File: src/rtl/axi4_pkg.sv
// Shared AXI4 read-arbiter types and constants.
// Optional build macro: AXI4_RD_ARB_FIXED_PRIO_EN (fixed priority instead of round-robin).
package axi4_pkg;

    // Arbiter FSM: wait for a request, present AR, stream R beats.
    typedef enum logic [1:0] {
        IDLE = 2'd0,
        ADDR = 2'd1,
        DATA = 2'd2
    } arb_state_e;

    localparam logic [1:0] AXI_BURST_FIXED = 2'b00;
    localparam logic [1:0] AXI_BURST_INCR  = 2'b01;
    localparam logic [1:0] AXI_BURST_WRAP  = 2'b10;

    localparam logic [1:0] AXI_RESP_OKAY   = 2'b00;
    localparam logic [1:0] AXI_RESP_SLVERR = 2'b10;

    // Next round-robin start position after requester idx was served.
    function automatic int rr_next(input int idx, input int n);
        return (idx + 1 >= n) ? 0 : idx + 1;
    endfunction

endpackage

File: src/rtl/axi4_rr_pick.sv
// Combinational N-way rotating-priority picker.
// The search starts at ptr and wraps; the first requesting index wins.
// With AXI4_RD_ARB_FIXED_PRIO_EN defined the start is always index 0.
module axi4_rr_pick #(
    parameter int N  = 2,
    parameter int IW = $clog2(N)
) (
    input  logic [N-1:0]  req,
    input  logic [IW-1:0] ptr,
    output logic [N-1:0]  grant_onehot,
    output logic [IW-1:0] grant_idx,
    output logic          grant_valid
);

    logic [IW-1:0] ptr_eff;
    logic [IW-1:0] rot_idx [N];

`ifdef AXI4_RD_ARB_FIXED_PRIO_EN
    logic unused_ptr;
    assign unused_ptr = ^ptr;
    assign ptr_eff    = '0;
`else
    assign ptr_eff = ptr;
`endif

    // rot_idx[k] is the requester examined at search position k.
    genvar gi;
    generate
        for (gi = 0; gi < N; gi++) begin : g_rot
            assign rot_idx[gi]      = IW'((int'(ptr_eff) + gi) % N);
            assign grant_onehot[gi] = grant_valid && (grant_idx == IW'(gi));
        end
    endgenerate

    // First requester found along the rotated search order wins.
    always_comb begin
        grant_valid = 1'b0;
        grant_idx   = '0;
        for (int i = 0; i < N; i++) begin
            if (!grant_valid && req[rot_idx[i]]) begin
                grant_valid = 1'b1;
                grant_idx   = rot_idx[i];
            end
        end
    end

endmodule

File: src/rtl/axi4_rd_arbiter.sv
// Shares one AXI4 read master port between N requesters, one burst at a time.
// A granted burst owns the port from its AR handshake until the RLAST beat.
// Build macro AXI4_RD_ARB_FIXED_PRIO_EN selects fixed priority (lowest index wins);
// the default build arbitrates round-robin.
module axi4_rd_arbiter
    import axi4_pkg::*;
#(
    parameter int N  = 2,
    parameter int AW = 32,
    parameter int DW = 32
) (
    input  logic                 clock,
    input  logic                 reset,
    input  logic [N-1:0]         req_arvalid,
    input  logic [N*AW-1:0]      req_araddr,
    input  logic [N*8-1:0]       req_arlen,
    input  logic [N*3-1:0]       req_arsize,
    input  logic [N*2-1:0]       req_arburst,
    output logic [N-1:0]         req_arready,
    output logic [N-1:0]         req_rvalid,
    output logic [DW-1:0]        req_rdata,
    output logic [1:0]           req_rresp,
    output logic                 req_rlast,
    input  logic [N-1:0]         req_rready,
    output logic                 m_arvalid,
    output logic [AW-1:0]        m_araddr,
    output logic [7:0]           m_arlen,
    output logic [2:0]           m_arsize,
    output logic [1:0]           m_arburst,
    input  logic                 m_arready,
    input  logic                 m_rvalid,
    input  logic [DW-1:0]        m_rdata,
    input  logic [1:0]           m_rresp,
    input  logic                 m_rlast,
    output logic                 m_rready,
    output logic [$clog2(N)-1:0] grant,
    output logic                 busy,
    output logic                 len_err
);

    localparam int IW = $clog2(N);

    arb_state_e    state_reg, state_next;
    logic [IW-1:0] grant_reg;
    logic [IW-1:0] ptr_cur;
    logic [7:0]    cnt_reg;
    logic [AW-1:0] addr_reg;
    logic [7:0]    len_reg;
    logic [2:0]    size_reg;
    logic [1:0]    burst_reg;
    logic          busy_reg;

    logic [N-1:0]  pick_onehot;
    logic [IW-1:0] pick_idx;
    logic          pick_valid;
    logic          ar_accept;
    logic          r_beat;

    logic [AW-1:0] addr_arr  [N];
    logic [7:0]    len_arr   [N];
    logic [2:0]    size_arr  [N];
    logic [1:0]    burst_arr [N];

    // Split the flattened per-requester AR buses into indexable arrays.
    genvar gi;
    generate
        for (gi = 0; gi < N; gi++) begin : g_unpack
            assign addr_arr[gi]  = req_araddr[gi*AW +: AW];
            assign len_arr[gi]   = req_arlen[gi*8 +: 8];
            assign size_arr[gi]  = req_arsize[gi*3 +: 3];
            assign burst_arr[gi] = req_arburst[gi*2 +: 2];
        end
    endgenerate

    axi4_rr_pick #(
        .N  (N),
        .IW (IW)
    ) u_pick (
        .req          (req_arvalid),
        .ptr          (ptr_cur),
        .grant_onehot (pick_onehot),
        .grant_idx    (pick_idx),
        .grant_valid  (pick_valid)
    );

`ifdef AXI4_RD_ARB_FIXED_PRIO_EN
    assign ptr_cur = '0;
`else
    logic [IW-1:0] ptr_reg;
    assign ptr_cur = ptr_reg;

    // Round-robin pointer moves past the owner once its burst completes.
    always_ff @(posedge clock) begin
        if (reset) begin
            ptr_reg <= '0;
        end else if (state_reg == DATA && r_beat && m_rlast) begin
            ptr_reg <= IW'(rr_next(int'(grant_reg), N));
        end
    end
`endif

    // Next-state logic plus all handshake steering and the length check.
    always_comb begin
        state_next  = state_reg;
        ar_accept   = 1'b0;
        r_beat      = 1'b0;
        req_arready = '0;
        req_rvalid  = '0;
        req_rdata   = '0;
        req_rresp   = '0;
        req_rlast   = 1'b0;
        m_arvalid   = 1'b0;
        m_rready    = 1'b0;
        len_err     = 1'b0;
        case (state_reg)
            IDLE: begin
                // Acceptance is suppressed while reset is held so no requester
                // sees an arready pulse for a grant that will be discarded.
                if (pick_valid && !reset) begin
                    ar_accept   = 1'b1;
                    req_arready = pick_onehot;
                    state_next  = ADDR;
                end
            end
            ADDR: begin
                m_arvalid = 1'b1;
                if (m_arready) begin
                    state_next = DATA;
                end
            end
            DATA: begin
                m_rready              = req_rready[grant_reg];
                req_rvalid[grant_reg] = m_rvalid;
                req_rdata             = m_rdata;
                req_rresp             = m_rresp;
                req_rlast             = m_rlast;
                r_beat                = m_rvalid && req_rready[grant_reg];
                if (r_beat) begin
                    if (m_rlast) begin
                        state_next = IDLE;
                        len_err    = (cnt_reg != len_reg);
                    end else begin
                        len_err    = (cnt_reg == len_reg);
                    end
                end
            end
            default: state_next = IDLE;
        endcase
    end

    // State, owner, latched AR fields, beat counter and registered busy flag.
    always_ff @(posedge clock) begin
        if (reset) begin
            state_reg <= IDLE;
            grant_reg <= '0;
            cnt_reg   <= '0;
            addr_reg  <= '0;
            len_reg   <= '0;
            size_reg  <= '0;
            burst_reg <= '0;
            busy_reg  <= 1'b0;
        end else begin
            state_reg <= state_next;
            busy_reg  <= (state_next != IDLE);
            if (ar_accept) begin
                grant_reg <= pick_idx;
                addr_reg  <= addr_arr[pick_idx];
                len_reg   <= len_arr[pick_idx];
                size_reg  <= size_arr[pick_idx];
                burst_reg <= burst_arr[pick_idx];
                cnt_reg   <= '0;
            end else if (r_beat) begin
                cnt_reg <= cnt_reg + 8'd1;
            end
        end
    end

    assign m_araddr  = addr_reg;
    assign m_arlen   = len_reg;
    assign m_arsize  = size_reg;
    assign m_arburst = burst_reg;
    assign grant     = grant_reg;
    assign busy      = busy_reg;

endmodule

File: config.mk
export PLATFORM = sky130hd
export DESIGN_NAME = axi4_rd_arbiter
export DESIGN_NICKNAME = d
export VERILOG_FILES = /design/src/rtl/axi4_pkg.sv /design/src/rtl/axi4_rr_pick.sv /design/src/rtl/axi4_rd_arbiter.sv
export SDC_FILE = /design/constraint.sdc
export NUM_CORES = 1
export LEC_CHECK = 0
export ABC_AREA = 1
export CELL_PAD_IN_SITES_DETAIL_PLACEMENT = 1
export CELL_PAD_IN_SITES_GLOBAL_PLACEMENT = 1
export CORE_ASPECT_RATIO = 1.5
export CORE_MARGIN = 3
export CORE_UTILIZATION = 23
export DETAILED_ROUTE_END_ITERATION = 7
export PLACE_DENSITY = 0.87
export SETUP_SLACK_MARGIN = 0.3
export SLEW_MARGIN = 40
export SYNTH_ARGS = -nofsm -noshare
export SYNTH_HDL_FRONTEND = slang
export SYNTH_HIERARCHICAL = 1
export SYNTH_SLANG_ARGS = --single-unit
export TNS_END_PERCENT = 1
File: constraint.sdc
create_clock -name clock -period 2.65 [get_ports clock]
set_input_delay 0.53 -clock clock [delete_from_list [all_inputs] [get_ports clock]]
set_output_delay 0.53 -clock clock [all_outputs]
set_load 0.005 [all_outputs]
== After elaboration in Yosys (flattened, before gate mapping) ==
Cells that the tools add are included.
W data, S select, Z words.
Storage, ports and cells
  bits of input ports: 133
  logic and storage cells: 82
  output and inout port bits: 89
  flip-flop bits (word level): 58
Operators by class
  $add $sub $neg: 3
  order comparisons: 6
  multiplexer cells: 44
  reduce and logical (&&, ||, !) cells: 13
  bitwise gates (word level): 3
  equality and inequality tests: 4
Operator list (number)
  $mux W32: 4
  $mux W8: 3
  $mux W2: 11
  $mux W1: 21
  $mux W3: 3
  $add A8 B1 Y8 const B: 1
  $eq A8 B8 Y1: 1
  $logic_and A1 B1 Y1: 8
  $ne A8 B8 Y1: 1
  $lt A1 B2 Y1 const B: 3
  $pmux W2 S3: 1
  $ge A2 B2 Y1 const B: 2
  $add A1 B1 Y2 const B: 1
  $and A2 B2 Y2: 1
  $eq A2 B1 Y1 const B: 1
  $eq A2 B2 Y1 const B: 1
  $logic_not A1 Y1: 2
  $logic_not A2 Y1: 1
  $not A1 Y2: 1
  $reduce_bool A2 Y1: 1
  $reduce_or A2 Y1: 1
  $add A1 B1 Y1 const B: 1
  $demux W1 S1: 1
  $ge A1 B1 Y1 const B: 1
  $not A1 Y1: 1

== Depth between registers and ports, before layout ==
Gate-level depths: netlist of the first run.
  depth in word-level cells: 10
  depth in mapped cells: 8
  mapped depth without buffers: 8

== Hierarchy ==
The synthesis of the first run kept the hierarchy.
By module, submodules not included
  axi4_rd_arbiter: times used 1, area each 2959.1 um2, cells an instance 451
  axi4_rr_pick: times used 1, area each 30.0 um2, cells an instance 7

== Worst setup path after synthesis of the first run ==
No wires, ideal clock.
  path type: input to output
  start point: input port req_arvalid[1]
  end point: output port req_arready[0]
  arrival: 1269 ps
  slack: 851 ps
  stages on the path: 8
  buffers on the path: 2
  data required time: 2120 ps
  path through: inv_1 nand2_1 nand2_1 nor3_2 buf_6 buf_6 inv_1 nor2_1
On the way
  elaborated cells between the ends (all ways): 15
  those cells by class: 10 x mux; 1 x bitwise; 4 x reduce/logical
RTL lines
  from (decl): line axi4_rd_arbiter.sv:14  | input logic [N-1:0] req_arvalid,
  $mux W1 (implied by the code) (2 in a row): line axi4_rr_pick.sv:40  | if (!grant_valid && req[rot_idx[i]]) begin
  $mux W1: line axi4_rr_pick.sv:40
  $logic_not A1 Y1: line axi4_rr_pick.sv:40
  $logic_and A1 B1 Y1: line axi4_rr_pick.sv:40
  $mux W1 *: line axi4_rr_pick.sv:40
  via pick_valid: line axi4_rd_arbiter.sv:55  | logic pick_valid;
  $logic_and A1 B1 Y1 (on tied branches): line axi4_rr_pick.sv:31, axi4_rd_arbiter.sv:119
  $mux W2 *: line axi4_rd_arbiter.sv:119  | if (pick_valid && !reset) begin
  $mux W2 *: line axi4_rd_arbiter.sv:115  | case (state_reg)
  to (decl): line axi4_rd_arbiter.sv:19  | output logic [N-1:0] req_arready,
The timed path passes the listed nets; every way through them passes the cells marked *. The select of a mux whose other input is x is not followed.

== Worst setup path in the final report of the first run ==
  start point: input port req_rready[1]
  end point: output port m_rready
On the way
  cells in the longest elaborated chain, start to end: 3
RTL lines
  from (decl): line axi4_rd_arbiter.sv:24  | input logic [N-1:0] req_rready,
  $mux W1 (implied by the code) (2 in a row): line axi4_rd_arbiter.sv:132  | m_rready = req_rready[grant_reg];
  $mux W1: line axi4_rd_arbiter.sv:115
  to (decl): line axi4_rd_arbiter.sv:35  | output logic m_rready,
No other way between the ends. The select of a mux whose other input is x is not followed.

==> flow_summary.ini, run 1 <==
[outcome]
outcome = finished, final reports clean

[final_layout]
final-seq-area_um2 = 1160
multi_input_area_um2 = 1460
n_antenna_cell = 0
final_cells = 831
largest_register_ffs = 32
fillerInstances = 1521
layout-drive-gt1-share_pct = 5.93
finalNetCount = 805
syn2layout_area_growth_pct = 89.9

[global_route]
use_met3_pct = 4.17
gr-max-usage-layer = met2
grt_pass1_wl_um = 21000
grt_max_degree = 93
met1_usage_pct = 17.5
antenna_found_initial = 0
grt_use_met2_pct = 35.4
grtUsageTotal_pct = 18.1
overflow = 0
grt_pass1_vias = 4206

[placed_design]
post-dp-hpwl_um = 10300
placedCellCount = 816
routabilityCongestion = 0.800
port_buffers = 221
pre_cts_ws_ps = 2.00

[die]
dieArea_um2 = 14400
std_cell_rows = 50
core_um2 = 12600
die_x_um = 99.1
io_pins = 222
initial_utilization_pct = 23.8
die_h_um = 146

[worst_hold_path]
whs_path_depth = 2
hp-class = flip-flop to flip-flop

[sta]
setup_viol = 0
slew_headroom_pct = 55.2
setup_ws_ps = 156
tns_ps = 0
period_share_pct = 94.1
skew_ps = 4.62
worst_slew_pin_slew_ps = 671
finalHoldViolCount = 0
max_freq_ghz = 0.401
rsz0062_at_grt = yes
fin_crit_ps = 2490
drv_slew = 0

[synth]
synth.most_common_cell = nand2_1
async_flop_share_pct = 0
yosysTopAreaCellShare_pct = 38.8
ys_ff_latch = 58
yosysSeqAreaShare_pct = 38.8
ys.flop_type = dfxtp_1
synth_top_area_cell = dfxtp_1
ys_types = 27
synthTopCellsByArea = dfxtp_1, nand2_1, a31oi_1
synth.avg_cell_area_um2 = 6.53
synthCells = 458
synth_edf_count = 0
synthTopCellsByCount = nand2_1, inv_1, dfxtp_1
synthesis.area_um2 = 2990
yosysWarningCount = 6
synth_nets = 592

[detailed_routing]
ant_nets = 0
drt_wl_total_um = 13100
avgRoutedWirePerCell_um = 15.8
drc = 0
vias = 3797
drt-initial-drc-count = 97
drt_pass1_iterations = 4
via_per_inst = 4.57

[critical_path]
cpPeakStageDelay_ps = 540
crit_top_cell = clkdlybuf4s50_1
cp_max_fo = 2
crit_chain = clkdlybuf4s50_1 > inv_1 > nand2_1 > o21ai_1 > buf_4 > nor2_1 > clkdlybuf4s50_1
worst_setup_path_start_kind = primary input
cpMaxStageDelayCell = clkdlybuf4s50_1
end_kind = output pin
crit_type = primary input to output pin
worstPathArrival_ps = 1960
critPathRequiredTime_ps = 2120
reg2reg_depth = 5

[clocking]
cts-root-to-sink-buffers = 2
post-cts-setup-buffer-count = 0
clockRootBuffer = clkbuf_16
cts_tree = built
clkLatencyLatePin_ps = 320
clkTransAtPathRegs_ps = 50
cts.hold.buffers_added = 0
cts_buffers = 9
h-tree-depth = 3
clock_sinks = 58

[run]
drv_cap = 0

[pwr]
pwr_density_cell_nw_per_um2 = 524
cellLeakagePower_nw = 2.38
ir_worst_vdd_v = 0.000305
p_total_mw = 2.97
-- worst paths after layout --
kind	start	to	slack, ps
worst min-delay path	ptr_cur	ptr_cur	520
worst max register to register	ptr_cur	m_araddr[27]	870
worst max-delay path	req_rready[1]	m_rready	160
worst min register to register	ptr_cur	ptr_cur	520
-- layout by cell type, fill, tap and decap left out, types with 2 or more instances in the layout --
master / instances
a21oi_1: 8
a21oi_2: 2
a31oi_1: 47
buf_4: 7
clkbuf_16: 9
clkbuf_8: 5
clkdlybuf4s50_1: 218
dfxtp_1: 57
dlygate4sd2_1: 2
inv_1: 59
inv_2: 3
nand2_1: 130
nand3_1: 4
nor2_1: 49
nor2_2: 3
o21ai_0: 49
xnor2_1: 3
-- metrics by stage --
| stage | util (%) | cell area, µm² | hold WS (ps) |
|---|---|---|---|
| floorplan | - | 2990 | 455 |
| finish | 45.1 | 5680 | 517 |
| detailed placement | 42.5 | 5340 | 507 |
| global placement | 42.5 | 5340 | 493 |
| global route | 45.1 | 5680 | 536 |
| CTS | 45.1 | 5670 | 518 |
-- kinds of logic (layout without fill, tap and decap cells) --
group | after synthesis | in the layout | synth area share, %
simple gates | 194 | 194 | 26.0
compound gates | 109 | 109 | 20.5
buf+inv | 92 | 309 | 13.1
flops | 58 | 58 | 38.8
xor+xnor | 4 | 4 | 1.17
fa+ha+maj | 1 | 1 | 0.419
-- critical path: cells and delay by family --
family | cells | cell delay [ps]
buffers and inverters | 4 | 1170
AOI/OAI and AO/OA | 1 | 90
and+or+nand+nor | 2 | 160
-- layer usage --
layer  up-vias  routed length [µm]
li1       1886                   -
met1      1773                4690
met2       113                7380
met3        25                 677
met4         0                 374
met5         -                   0
-- power breakdown --
group | total, mW | internal, mW | switching [mW]
clock | 1.23 | 0.850 | 0.382
sequential | 1.01 | 0.957 | 0.0566
combinational | 0.727 | 0.431 | 0.296
total | 2.97 | 2.24 | 0.735
-- area by class of cell --
type	instances	area share, %
Timing Repair Buffer	230	40.4
Multi-Input combinational cell	308	25.7
Sequential cell	58	20.5
Clock buffer	14	5.18
Inverter	64	4.25
Tap cell	156	3.44
Clock inverter	1	0.529
-- repair_timing --
| item | 4_1_cts | 5_1_grt |
|---|---|---|
| pin swaps | 0 | 1 |
| endpoints found under the setup margin | 39 | 40 |
| resized for setup | 4 | 3 |
(Power assumes the default switching activity.)
==> inputs of run 2 (changes only) <==
--- a/config.mk
+++ b/config.mk
@@ -12,8 +12,9 @@
 export CORE_MARGIN = 3
 export CORE_UTILIZATION = 23
 export DETAILED_ROUTE_END_ITERATION = 7
+export GPL_TIMING_DRIVEN = 0
 export PLACE_DENSITY = 0.87
-export SETUP_SLACK_MARGIN = 0.3
+export SETUP_SLACK_MARGIN = 0.5
 export SLEW_MARGIN = 40
 export SYNTH_ARGS = -nofsm -noshare
 export SYNTH_HDL_FRONTEND = slang
==> run 2 against run 1 <==
Sequential share of layout area is 0.29 points lower. Largest cell class unchanged. Clock power is 3% lower. Die area stayed put. Combinational power is 5.9% higher. Register-to-register slack worse by 80 ps. Count of clock-buffer cells in the layout is 3 lower. Global-route usage is 1.4 points higher. Largest power group unchanged.
==> flow_summary.ini, run 2 (synthesized netlist as in run 1, its figures left out) <==
[outcome]
outcome = finished, final reports clean

[critical_path]
worstPathArrival_ps = 1820
cpLargestDelayFamily = buffers and inverters
crit_type = flip-flop to output pin
critPathRequiredTime_ps = 2120
cpMaxStageDelayCell = clkdlybuf4s50_1
worst_r2r_startpoint = ptr_cur
startpoint = state_reg[1]
cp.buffers_inverters = 4
worst_setup_path_start_kind = flip-flop
cpPeakStageDelay_ps = 520
crit_chain = inv_2 > nor2_4 > clkinv_4 > clkbuf_4 > nor2_1 > clkdlybuf4s50_1
end_kind = output pin
cp_max_fo = 10

[die]
die_h_um = 146
die_x_um = 99.1
std_cell_rows = 50
core_um2 = 12600
io_pins = 222
dieArea_um2 = 14400
initial_utilization_pct = 23.8

[run]
drv_cap = 0

[pwr]
cellLeakagePower_nw = 2.44
ir_worst_vdd_v = 0.000310
pwr_density_cell_nw_per_um2 = 516

[final_layout]
final_util_pct = 45.8
final-seq-area_um2 = 1160
largest_register_ffs = 32
syn2layout_area_growth_pct = 92.7
final_area_um2 = 5760
mostFrequentLayoutCell = clkdlybuf4s50_1
n_antenna_cell = 0
layout-drive-gt1-share_pct = 7.86
multi_input_area_um2 = 1450
layout_common_cells = clkdlybuf4s50_1, nand2_1, inv_1
fillerInstances = 1576
finalNetCount = 829

[sta]
max_freq_ghz = 0.425
skew_ps = 5.96
tns_ps = 0
slew_headroom_pct = 66.5
setup_viol = 0
drv_slew = 0
worst_slew_pin_slew_ps = 503
rsz0062_at_grt = yes
finalHoldViolCount = 0
fin_crit_ps = 2350
period_share_pct = 88.8

[worst_hold_path]
hold_start = ptr_cur
hp-class = flip-flop to flip-flop

[global_route]
grt_pass1_wl_um = 22500
antenna_found_initial = 0
grt_max_degree = 11
grtUsageTotal_pct = 19.6
overflow = 0
grt_pass1_vias = 4363

[detailed_routing]
drt_pass1_iterations = 7
vias = 4031
via_per_inst = 4.71
drt-initial-drc-count = 124
avgRoutedWirePerCell_um = 16.7
drc = 0
drt_wl_total_um = 14300
ant_nets = 0

[clocking]
cts_tree = built
cts-root-to-sink-buffers = 2
clkTransAtPathRegs_ps = 50
clockRootBuffer = clkbuf_16
cts.hold.buffers_added = 0
clock_sinks = 58
cts_buffers = 9
clkLatencyLatePin_ps = 330
h-tree-depth = 3

[placed_design]
place_area_um2 = 5400
routabilityCongestion = 0.828
post-dp-hpwl_um = 11300
port_buffers = 221
run 2: changes by cell type in the layout (fill, tap and decap cells not counted), sizes merged, moves of 2 or more:
cell,change
clkdlybuf4s50,-6
buf,+9
clkinv,+2
clkbuf,+14
dlygate4sd2,+3
run 2: report_power, final:
| group | internal (mW) | total, mW | switching [mW] |
|---|---|---|---|
| Combinational | 0.450 | 0.770 | 0.321 |
| Clock | 0.773 | 1.19 | 0.413 |
| Sequential | 0.956 | 1.02 | 0.0587 |
run 2: per-stage QoR:
step | setup slack [ps] | hold slack (ps) | cells | total power [mW]
2_1_floorplan | 851 | 455 | 458 | 1.27
3_3_place_gp | -480 | 485 | 835 | 1.76
3_5_place_dp | -520 | 491 | 835 | 1.79
4_1_cts | 271 | 501 | 856 | 2.99
5_1_grt | 166 | 532 | 856 | 3.11
6_report | 296 | 501 | 856 | 2.97
run 2: cell type report:
type,count,area share (%)
inverter,64,4.26
sequential,58,20.2
clock inverter,5,0.912
buffer,28,2.82
clock buffer,11,4.39
timing repair buffer,226,38.8
tap,156,3.39
multi-input combinational,308,25.2
run 2: metal layers:
layer  wire length, µm  share of wire [%]  track usage (%)  up-vias
li1                  -                  -                -     1937
met1              5100                 36             19.6     1907
met2              7980                 56             37.7      148
met3               677                4.7             4.03       39
met4               514                3.6             8.68        0
met5                 0                  0                0        -
run 2: tightest hold or removal path, stage by stage (launching register included):
cell and delay (ps):
dfxtp_1 330, nand2_1 80, a21oi_2 40
run 2: path summary, 6_finish.rpt:
check                                endpoint  slack, ps  depth (start not counted)
worst min-delay path                  ptr_cur        500                          2
worst max-delay path            req_rdata[13]        300                          6
worst max register to register    m_araddr[7]        790                          7
worst min register to register        ptr_cur        500                          2
run 2: repair_timing:
action,4_1_cts,5_1_grt
pin swaps,3,0
endpoints found under the setup margin,42,42
buffers inserted,5,0
gates resized for setup,30,1
cloned,0,0
==> edit (settings of run 1) <==
Put a register stage on the output `len_err`, with the module's reset. The value now appears one clock later. The other outputs are not delayed to match.
--- a/src/rtl/axi4_rd_arbiter.sv
+++ b/src/rtl/axi4_rd_arbiter.sv
@@ -39,6 +39,8 @@
 );
 
     localparam int IW = $clog2(N);
+
+    logic len_err_d;
 
     arb_state_e    state_reg, state_next;
     logic [IW-1:0] grant_reg;
@@ -111,7 +113,7 @@
         req_rlast   = 1'b0;
         m_arvalid   = 1'b0;
         m_rready    = 1'b0;
-        len_err     = 1'b0;
+        len_err_d   = 1'b0;
         case (state_reg)
             IDLE: begin
                 // Acceptance is suppressed while reset is held so no requester
@@ -138,9 +140,9 @@
                 if (r_beat) begin
                     if (m_rlast) begin
                         state_next = IDLE;
-                        len_err    = (cnt_reg != len_reg);
+                        len_err_d  = (cnt_reg != len_reg);
                     end else begin
-                        len_err    = (cnt_reg == len_reg);
+                        len_err_d  = (cnt_reg == len_reg);
                     end
                 end
             end
@@ -182,5 +184,13 @@
     assign grant     = grant_reg;
     assign busy      = busy_reg;
 
+    always_ff @(posedge clock) begin
+        if (reset) begin
+            len_err <= '0;
+        end else begin
+            len_err <= len_err_d;
+        end
+    end
+
 endmodule
 
Check against the original RTL: not equivalent (Yosys sat finds a counterexample within 4 cycles, from zero or initial values and one cycle with reset high).
==> edit against run 1 <==
Design area fell by 0.75%. Total power shrank 2.5%. Sequential cell count increased by 1. Routed wire length fell by 4.2%. Non-clock buffer count down 1. Hold slack got worse by 0.015 ns. Utilization down 0.56 points. Setup slack improved by 0.043 ns. Synthesized cell count is 0.66% higher. Synthesized area is 0.25% higher. Highest routed layer unchanged.
==> edit: results (changes against run 1) <==
| Metric | Value |
|---|---|
| Worst VDD drop | `0.284 mV (was 0.305 mV)` |
| Post-Synthesis Net Count | `595 (was 592)` |
| Distinct cells, synth | `23 (was 27)` |
| Pleak | `2.35 nW (was 2.38 nW)` |
| Critical Path AT | `1.92 ns (was 1.96 ns)` |
| R2R setup slack | `0.92 ns (was 0.87 ns)` |
| Layout filler cell count | `1556 (was 1521)` |
| Finished Core Util | `44.6% (was 45.1%)` |
| WL final | `12600 um (was 13100 um)` |
| Leading cell types by count after synthesis | `nand2_1, inv_1, dfxtp_1 (unchanged)` |
| Vias in the first global route | `4268 (was 4206)` |
| ANT cells | `0 (unchanged)` |
| First-pass GRT wire length | `20200 um (was 21000 um)` |
| Total number of vias | `3876 (was 3797)` |
| Crit path capture | `req_rdata[19] (was m_rready)` |
| Layout cells sized above 1 | `4.58% (was 5.93%)` |
| Slew margin rel. | `53.7% (was 55.2%)` |
| Worst Path Max Fanout | `36 (was 2)` |
| Total GRT Usage | `17.1% (was 18.1%)` |
| Worst R2R Start | `ptr_cur (unchanged)` |
| DR iter-0 viols | `82 (was 97)` |
| Hpwl dp | `9720 um (was 10300 um)` |
| Nets | `807 (was 805)` |
| GPL Wtd Cong | `0.784 (was 0.800)` |
| Status | `completed (unchanged)` |
| Placed cell area | `5330 sq um (was 5340 sq um)` |
| Seq/Total Area, Yosys | `39.4% (was 38.8%)` |
| Number of flip-flops in the largest register | `32 (unchanged)` |
| I/O Buffers | `221 (unchanged)` |
| Reg2reg end | `m_arlen[3] (was m_araddr[27])` |
| CP Launch Point | `state_reg[1] (was req_rready[1])` |
| Synth top area cells | `dfxtp_1, nand2_1, a31oi_1 (unchanged)` |
| Final Skew | `0.00644 ns (was 0.00462 ns)` |
| Top Family by Delay on Critical Path | `buffers and inverters (unchanged)` |
| Max incr delay on CP | `0.52 ns (was 0.54 ns)` |
-- edit: worst min-delay path by stage --
stage	slack [ns]	endpoint	cells after the start	from
4_1_cts	0.50	ptr_cur	2	ptr_cur
3_3_place_gp	0.47	ptr_cur	2	ptr_cur
6_report	0.50	ptr_cur	2	ptr_cur
3_5_place_dp	0.50	ptr_cur	2	ptr_cur
5_1_grt	0.53	ptr_cur	2	ptr_cur
2_1_floorplan	0.45	ptr_cur	2	ptr_cur
-- edit: area by class of cell --
class / count / area share (%)
clock buffer: 13 / 4.62
clock inverter: 2 / 0.622
inverter: 65 / 4.35
multi-input combinational: 309 / 25.6
sequential: 59 / 21.0
tap: 156 / 3.46
timing repair buffer: 229 / 40.4
-- edit: stage by stage --
stage / worst slack, ns / hold slack [ns] / std cells / TNS (ns) / power (W)
6_report: 0.200 / 0.502 / 833 / 0 / 0.00290
5_1_grt: 0.0432 / 0.529 / 833 / 0 / 0.00306
4_1_cts: 0.0761 / 0.504 / 833 / 0 / 0.00295
3_5_place_dp: -0.114 / 0.498 / 818 / -0.314 / 0.00178
3_3_place_gp: -0.0493 / 0.475 / 818 / -0.0493 / 0.00175
2_1_floorplan: 0.851 / 0.446 / 461 / 0 / 0.00129
-- edit: power breakdown --
group          total [W]  switching (W)  internal (W)  leakage (nW)
combinational   0.000725       0.000296      0.000429          1.72
sequential       0.00102      0.0000515      0.000972         0.485
clock            0.00115       0.000378      0.000772         0.146
total            0.00290       0.000726       0.00217          2.35
-- edit: per-layer routing --
metal,track usage [%],up-vias,part of all wire (%)
li1,-,1894,-
met1,16.3,1797,36
met3,4.32,24,7.3
met4,7.45,0,2.6
met5,0,-,0
met2,33.3,161,54
-- edit: worst reg2reg max path, stage by stage, from the launching register on --
cell	delay (ns)
dfxtp_1	0.37
inv_1	0.10
a21oi_4	0.15
clkinv_2	0.56
nand2_1	0.29
a31oi_1	0.12
-- edit: what timing repair did --
action | in CTS | in global routing
setup endpoints to repair | 40 | 38
hold buffers | 0 | 0
gates resized for setup | 4 | 1
-- edit: cell families after synthesis --
kind of cell | Yosys count | share of synthesized area, %
flip-flops | 59 | 39.4
adder cells (fa/ha/maj) | 1 | 0.417
AO/OA/AOI/OAI | 110 | 20.4
XOR/XNOR | 4 | 1.17
AND/OR/NAND/NOR | 194 | 25.5
buffers and inverters | 93 | 13.2
